==> src/rtl/seg7_scan_decoder.sv <==
// Snoops a multiplexed active-low 7-segment bus and recovers the hex
// nibble shown on each digit, with frame and malformed-pattern reporting.
module seg7_scan_decoder #(
  parameter int NUM_DIGITS    = 8,
  parameter int STABLE_CYCLES = 4,
  parameter int CNT_W         = 3
) (
  input  logic                    clk,
  input  logic                    rst_n,
  input  logic [NUM_DIGITS-1:0]   an_in,
  input  logic [6:0]              seg_in,
  output logic [4*NUM_DIGITS-1:0] digits_out,
  output logic [NUM_DIGITS-1:0]   digit_valid,
  output logic                    frame_valid,
  output logic                    pattern_err,
  output logic [3:0]              err_digit
);

  typedef enum logic [1:0] {
    S_WAIT,
    S_SETTLE,
    S_HOLD
  } state_t;

  state_t                          r_state;
  logic [NUM_DIGITS-1:0]           r_an_q;
  logic [6:0]                      r_seg_q;
  logic [NUM_DIGITS-1:0]           r_snap_an;
  logic [6:0]                      r_snap_seg;
  logic [CNT_W-1:0]                r_cnt;
  logic                            r_cap;
  logic [NUM_DIGITS-1:0]           r_cap_sel;
  logic [3:0]                      r_cap_idx;
  logic [6:0]                      r_cap_seg;
  logic [NUM_DIGITS-1:0][3:0]      r_digits;
  logic [NUM_DIGITS-1:0]           r_valid;
  logic [NUM_DIGITS-1:0]           r_set;
  logic                            r_frame;
  logic                            r_err;
  logic [3:0]                      r_err_idx;

  logic [NUM_DIGITS-1:0] w_low;
  logic                  w_legal;
  logic                  w_match;
  logic [3:0]            w_idx;
  logic [4:0]            w_dec;
  logic [NUM_DIGITS-1:0] w_set_nxt;

  // {is_hex, nibble}
  function automatic logic [4:0] f_decode(input logic [6:0] s);
    case (s)
      7'h40:   return {1'b1, 4'h0};
      7'h79:   return {1'b1, 4'h1};
      7'h24:   return {1'b1, 4'h2};
      7'h30:   return {1'b1, 4'h3};
      7'h19:   return {1'b1, 4'h4};
      7'h12:   return {1'b1, 4'h5};
      7'h02:   return {1'b1, 4'h6};
      7'h78:   return {1'b1, 4'h7};
      7'h00:   return {1'b1, 4'h8};
      7'h10:   return {1'b1, 4'h9};
      7'h08:   return {1'b1, 4'hA};
      7'h03:   return {1'b1, 4'hB};
      7'h46:   return {1'b1, 4'hC};
      7'h21:   return {1'b1, 4'hD};
      7'h06:   return {1'b1, 4'hE};
      7'h0E:   return {1'b1, 4'hF};
      default: return 5'h00;
    endcase
  endfunction

  always_comb begin
    w_low   = ~r_an_q;
    w_legal = (w_low != '0) &&
              ((w_low & (w_low - 1'b1)) == '0);
    w_match = (r_an_q == r_snap_an) &&
              (r_seg_q == r_snap_seg);
    w_idx   = 4'h0;
    for (int i = 0; i < NUM_DIGITS; i++) begin
      if (w_low[i]) w_idx = 4'(i);
    end
    w_dec     = f_decode(r_cap_seg);
    w_set_nxt = r_set | r_cap_sel;
  end

  always_ff @(posedge clk) begin
    if (!rst_n) begin
      r_state    <= S_WAIT;
      r_an_q     <= '1;
      r_seg_q    <= 7'h7F;
      r_snap_an  <= '1;
      r_snap_seg <= 7'h7F;
      r_cnt      <= '0;
      r_cap      <= 1'b0;
      r_cap_sel  <= '0;
      r_cap_idx  <= 4'h0;
      r_cap_seg  <= 7'h7F;
    end else begin
      r_an_q  <= an_in;
      r_seg_q <= seg_in;
      r_cap   <= 1'b0;
      if (!w_legal) begin
        r_state <= S_WAIT;
      end else if (r_state == S_SETTLE && w_match) begin
        if (r_cnt == CNT_W'(STABLE_CYCLES - 1)) begin
          r_cap     <= 1'b1;
          r_cap_sel <= w_low;
          r_cap_idx <= w_idx;
          r_cap_seg <= r_seg_q;
          r_state   <= S_HOLD;
        end else begin
          r_cnt <= r_cnt + 1'b1;
        end
      end else if (r_state != S_HOLD || !w_match) begin
        // new or changed pattern: restart the stability window
        r_snap_an  <= r_an_q;
        r_snap_seg <= r_seg_q;
        r_cnt      <= CNT_W'(1);
        r_state    <= S_SETTLE;
      end
    end
  end

  always_ff @(posedge clk) begin
    if (!rst_n) begin
      r_digits  <= '0;
      r_valid   <= '0;
      r_set     <= '0;
      r_frame   <= 1'b0;
      r_err     <= 1'b0;
      r_err_idx <= 4'h0;
    end else begin
      r_frame <= 1'b0;
      if (r_cap) begin
        for (int i = 0; i < NUM_DIGITS; i++) begin
          if (r_cap_sel[i]) begin
            r_valid[i] <= w_dec[4];
            if (w_dec[4]) r_digits[i] <= w_dec[3:0];
          end
        end
        if (!w_dec[4] && r_cap_seg != 7'h7F) begin
          r_err     <= 1'b1;
          r_err_idx <= r_cap_idx;
        end
        if (&w_set_nxt) begin
          r_frame <= 1'b1;
          r_set   <= '0;
        end else begin
          r_set <= w_set_nxt;
        end
      end
    end
  end

  assign digits_out  = r_digits;
  assign digit_valid = r_valid;
  assign frame_valid = r_frame;
  assign pattern_err = r_err;
  assign err_digit   = r_err_idx;

endmodule
==> config.mk <==
export PLATFORM = sky130hd
export DESIGN_NAME = seg7_scan_decoder
export DESIGN_NICKNAME = d
export VERILOG_FILES = /design/src/rtl/seg7_scan_decoder.sv
export SDC_FILE = /design/constraint.sdc
export NUM_CORES = 1
export LEC_CHECK = 0
export ABC_CLOCK_PERIOD_IN_PS = 2500
export CAP_MARGIN = 20
export CORE_MARGIN = 2
export CORE_UTILIZATION = 56
export CTS_BUF_LIST = sky130_fd_sc_hd__clkbuf_4
export CTS_CLUSTER_DIAMETER = 50
export DETAILED_ROUTE_END_ITERATION = 16
export GPL_TIMING_DRIVEN = 0
export PLACE_DENSITY = 0.83
export SLEW_MARGIN = 25
export SYNTH_ARGS = -nofsm -noshare
export SYNTH_HDL_FRONTEND = slang
export SYNTH_SLANG_ARGS = --single-unit
==> constraint.sdc <==
create_clock -name clk -period 2.5 [get_ports clk]
set_input_delay 0.5 -clock clk [delete_from_list [all_inputs] [get_ports clk]]
set_output_delay 0.5 -clock clk [all_outputs]
set_load 0.02 [all_outputs]
---- After elaboration in Yosys (flattened, before gate mapping) ----
Index checks and enable logic that the tools add are counted.
Widths: inputs -> output; s select.
storage, ports and cells
  logic and storage cells ................. 112
  register bits after elaboration ......... 109
  bits of input ports ..................... 17
operators by class
  bitwise operators ....................... 4
  reductions and logical operators ........ 36
  equal/unequal tests ..................... 23
  add/sub/neg operators ................... 2
  mux-type cells .......................... 17
operator list
  operator             number
  $pmux 5 s16          1
  $reduce_and 3->1     12
  $eq 7x7->1 const B   4
  $mux 4               6
  $reduce_and 2->1     12
  $eq 7x5->1 const B   3
  $eq 7x6->1 const B   3
  $eq 7x2->1 const B   2
  $eq 7x4->1 const B   2
  $mux 3               3
  $and 8x8->8          1
  $eq 8x8->1           1
  $logic_not 8->1      1
  $mux 8               1
  $not 8->8            1
  $or 8x8->8           1
  $reduce_and 8->1     1
  $reduce_bool 8->1    1
  $sub 8x1->8 const B  1
  $eq 7x3->1 const B   1
  $eq 7x7->1           1
  $logic_not 7->1      1
  $ne 7x7->1 const B   1
  $mux 2               3
  11 further kinds     18

---- Depth between registers and ports, before layout ----
  depth after elaboration ................. 8
  mapped depth ............................ 8
  depth with buffers taken out ............ 7

---- Least setup slack after synthesis ----
No wires, ideal clock.
  kind .................................... flip-flop to flip-flop
  from .................................... register r_an_q[5]
  to ...................................... register r_snap_an[1]
  data required time ...................... 2379 ps
  arrival time ............................ 1899 ps
  setup time .............................. 121 ps
  period minus slack after synthesis ...... 2020 ps
  cell stages (with the launch flop) ...... 9
  setup slack ............................. 480 ps
  path buffers ............................ 2
  path through ............................ dfxtp_1 > buf_2 > xnor2_1 > nand4_1 > nor4_1 > nand2_1 > o21ai_1 > buf_4 > mux2_2
between the ends
  cells in the longest elaborated chain, start to end .. 6
  elaborated cells between the ends (all ways) .. 13
RTL lines
  what                            line  source
  from (decl)                     26    logic [NUM_DIGITS-1:0] r_an_q;
  from (signal assigned)          99    r_an_q <= an_in;
  $not 8->8                       73    w_low = ~r_an_q;
  $sub 8x1->8                     75    ((w_low & (w_low - 1'b1)) == '0);
  $and 8x8->8                     75
  $logic_not 8->1                 75
  $logic_and 1x1->1               74    w_legal = (w_low != '0) &&
  $reduce_and 3->1 (no line) (*)  n/a
  to (signal assigned)            116   r_snap_an <= r_an_q;
  to (decl)                       28    logic [NUM_DIGITS-1:0] r_snap_an;
Every way passes the cells marked *; elsewhere a longest branch is shown, timed or not.
A chain may end at the register's enable or synchronous reset.

---- Worst setup path after layout ----
  from .................................... register r_cap_seg[3]
  to ...................................... register r_digits (netlist bit digits_out[2])
between the ends
  cells in the longest elaborated chain, start to end .. 3
  elaborated cells between the ends (all ways) .. 18
RTL lines
  what                                line  source
  from (decl)                         34    logic [6:0] r_cap_seg;
  from (signal assigned)              109   r_cap_seg <= r_seg_q;
  $eq 7x4->1 (tied with other cells)  51    case (s)
  $pmux 5 s16 (*)                     51
  $reduce_and 3->1 (no line)          n/a
  to (signal, indexed assignment)     138   if (w_dec[4]) r_digits[i] <= w_dec[3:0];
  to (decl)                           35    logic [NUM_DIGITS-1:0][3:0] r_digits;
Marks and branches as above.

==> metrics.cfg <==
[logic_synthesis]
yosys_most_used_dff = dfxtp_1
synth.area.top_cells = dfxtp_1 47%, mux2i_1 9.8%, nand2_1 5.7%
synthArstFlopShare_pct = 0
seq_area_frac_synth_pct = 47.5
syn-cell-area_mm2 = 0.00451
synth_seq_cells = 107
postSynthAreaPerCell_um2 = 9.12
ys_types = 50
synth_top_area_share_pct = 47.5
synthCells = 495
synth_edf_count = 0
yosysTopAreaCell = dfxtp_1
synth_nets = 514
yosysWarnings = 0

[floorplanning]
die-area_mm2 = 0.00879
coreArea_mm2 = 0.00777
pin_count = 63
die_w_um = 93.8
start_util_pct = 58.1
fp-row-count = 32
die_y_um = 93.8

[placement]
place_ws_ns = -0.0373
gp_congestion = 0.860
hpwl_um = 7730
postPlaceCellArea_mm2 = 0.00524
io_buffers = 60

[sta]
fin_setup_tns_ns = 0
maxSlewViolCount = 0
skew_ns = 0.0223
worst_slack_ns = 0.153
setup_viol = 0
maxSlewHeadroom_pct = 55.1
worst_pin_slew_ns = 0.670
rsz0062_at_grt = no
hold_violations = 0
min_period_ns = 2.35
finalCritPeriodShare_pct = 93.9
clock.fmax_mhz = 426

[grt]
use_met2_pct = 41.7
grtUsageMet1_pct = 31.0
antenna_found_initial = 0
grt_max_degree = 20
track_usage_pct = 24.3
grt-ovfl-total = 0
grt_pass1_vias = 3578
busiest_layer = met2
grt_use_met3_pct = 4.57
grt_first_pass_wirelength_um = 16900

[route]
postRouteAntennaNets = 0
vias_per_cell = 5.59
drtPass1Iterations = 5
totalWireLength_um = 10500
first_iter_violations = 181
drc = 0
num_vias = 3815
avgRoutedWirePerCell_um = 15.3

[critical_path]
critPathTopFamily = buffers and inverters
start_kind = register
worstSetupEndpoint = digits_out[2]
path_depth = 7
crit_chain = clkbuf_1 -> and2_1 -> o221ai_1 -> a211oi_4 -> buf_2 -> nor2_2 -> mux2i_1
rrSetupSlack_ns = 0.15
cp_slowest_stage_delay_ns = 0.42
worst_r2r_endpoint = digits_out[2]
crit_arrival_ns = 2.69
critPathLaunch = r_cap_seg[3]
reg2reg_from = r_cap_seg[3]
critPathMaxFanout = 10
cp.required_ns = 2.84
r2r_cells = 7
crit_type = register to register
crit_buf_inv = 2
cp_slowest_cell = a211oi_4
cp-end-kind = register

[final_layout]
antenna_cells = 0
syn2layout_area_growth_pct = 20.8
final_util_pct = 70.2
nets = 594
drive_gt1_share_pct = 8.62
final_cell_area_mm2 = 0.00545

[clocking]
htreeDepth = 3
tritoncts = done
cts_root_buf = clkbuf_4
cts_hold_buf = 0
clkTransAtPathRegs_ns = 0.18
clockBufferDepth = 2
worstSkewPairLatency_ns = 0.46
cts_buffers = 9
clock_sinks = 107

[run_status]
status = completed

[hold_path]
min_from = digits_out[21]
min_path_type = register to register

[pwr]
p_leak_nw = 1.86
vdd_ir_drop_max_mv = 0.306
p_total_w = 0.00281
p_per_area_mw_per_mm2 = 515

[run]
maxCapViolCount = 0

report_power, final:
part           leakage [nW]  total [W]  internal, W  switching [W]
logic                 0.921   0.000239     0.000108       0.000131
registers             0.868    0.00176      0.00174      0.0000221
clock network        0.0677   0.000813     0.000220       0.000593
total                  1.86    0.00281      0.00206       0.000747
metrics by stage:
step / instances / hold WS (ns)
3_3_place_gp: 657 / 0.442
5_1_grt: 682 / 0.496
4_1_cts: 673 / 0.474
3_5_place_dp: 657 / 0.448
2_1_floorplan: 495 / 0.435
6_report: 682 / 0.467
worst min path at each step:
stage / end / slack [ns] / cells past startpoint
4_1_cts: digits_out[13] / 0.47 / 2
3_5_place_dp: digits_out[0] / 0.45 / 2
3_3_place_gp: digits_out[3] / 0.44 / 2
2_1_floorplan: r_cnt[2] / 0.43 / 2
6_report: digits_out[21] / 0.47 / 2
5_1_grt: digits_out[12] / 0.50 / 2
sequential cells by signal, indices dropped and copies added, names as in the netlist, 2 cells and up:
| name | count |
|---|---|
| digits_out | 32 |
| digit_valid | 8 |
| r_an_q | 8 |
| r_cap_sel | 8 |
| r_set | 8 |
| r_snap_an | 8 |
| r_cap_seg | 7 |
| r_seg_q | 7 |
| r_snap_seg | 7 |
| err_digit | 3 |
| r_cap_idx | 3 |
| r_cnt | 3 |
| r_state | 2 |
layout make-up:
class	instances	area (um2)
Multi-Input combinational cell	348	2220
Timing Repair Buffer	69	668
Buffer	35	155
Clock buffer	9	67.6
Inverter	5	18.8
Clock inverter	7	56.3
Fill cell	620	2320
Tap cell	102	128
Sequential cell	107	2140
layer usage:
| metal | part of all wire, % | vias up |
|---|---|---|
| met3 | 5.8 | 18 |
| met4 | 1.7 | 0 |
| met2 | 48 | 129 |
| li1 | - | 1884 |
| met1 | 44 | 1784 |
| met5 | 0 | - |
logic make-up (layout without fill, tap and decap cells):
| logic type | count (synthesis) | in the layout | synth area share [%] |
|---|---|---|---|
| AO/OA/AOI/OAI | 90 | 90 | 12.8 |
| XOR/XNOR | 18 | 18 | 3.49 |
| adder cells (fa/ha/maj) | 2 | 2 | 0.554 |
| buffers and inverters | 40 | 125 | 3.80 |
| flip-flops | 107 | 107 | 47.5 |
| multiplexers | 51 | 51 | 11.5 |
| other | 1 | 1 | 0.0831 |
| AND/OR/NAND/NOR | 186 | 186 | 20.3 |
Yosys cell counts (2+ instances only):
master / instances
a211oi_1: 10
a21oi_1: 29
a311oi_1: 10
a31oi_1: 2
and2_1: 3
and3_1: 2
and4_1: 2
buf_2: 5
buf_4: 2
clkbuf_1: 27
dfxtp_1: 107
ha_1: 2
inv_1: 4
mux2_2: 7
mux2i_1: 44
nand2_1: 69
nand2b_1: 34
nand3_1: 8
nand3b_1: 3
nand4_1: 5
nor2_1: 39
nor2_2: 2
nor2b_1: 3
nor3_1: 3
nor3b_1: 2
nor4_1: 5
o21a_1: 2
o21ai_0: 7
o21ai_1: 6
o221ai_1: 2
o22ai_1: 13
or4b_1: 2
xnor2_1: 15
xor2_1: 3
cell usage in the layout, fill, tap and decap left out, drive strengths merged, types with 2 or more instances in the layout:
cell type / Yosys / routed
o221ai: 2 / 2
inv: 5 / 9
buf: 8 / 17
a311oi: 10 / 10
nand2b: 34 / 34
nand3b: 3 / 3
a31oi: 2 / 2
nor2: 41 / 41
and2: 3 / 3
clkdlybuf4s50: 0 / 60
nor2b: 3 / 3
o21ai: 13 / 13
xor2: 3 / 3
mux2i: 44 / 44
a21oi: 30 / 30
a211oi: 11 / 11
o21a: 2 / 2
nand2: 69 / 69
and3: 2 / 2
mux2: 7 / 7
dfxtp: 107 / 107
o22ai: 13 / 13
nor3: 4 / 4
clkbuf: 27 / 36
nor3b: 2 / 2
and4: 2 / 2
ha: 2 / 2
nand4: 5 / 5
or4b: 2 / 2
clkinv: 0 / 2
xnor2: 15 / 15
nand3: 8 / 8
nor4: 5 / 5
worst min-delay path: stages, from the launching register on:
cell and delay, ns:
dfxtp_1 0.34, nand2_1 0.05, mux2i_1 0.05
timing repair:
item                                    4_1_cts  5_1_grt
pin swaps                                     0        2
endpoints found under the setup margin       16       26
gates resized for setup                       1        6
buffers inserted                              0        9
No activity file was read; power rests on OpenSTA's default activity.
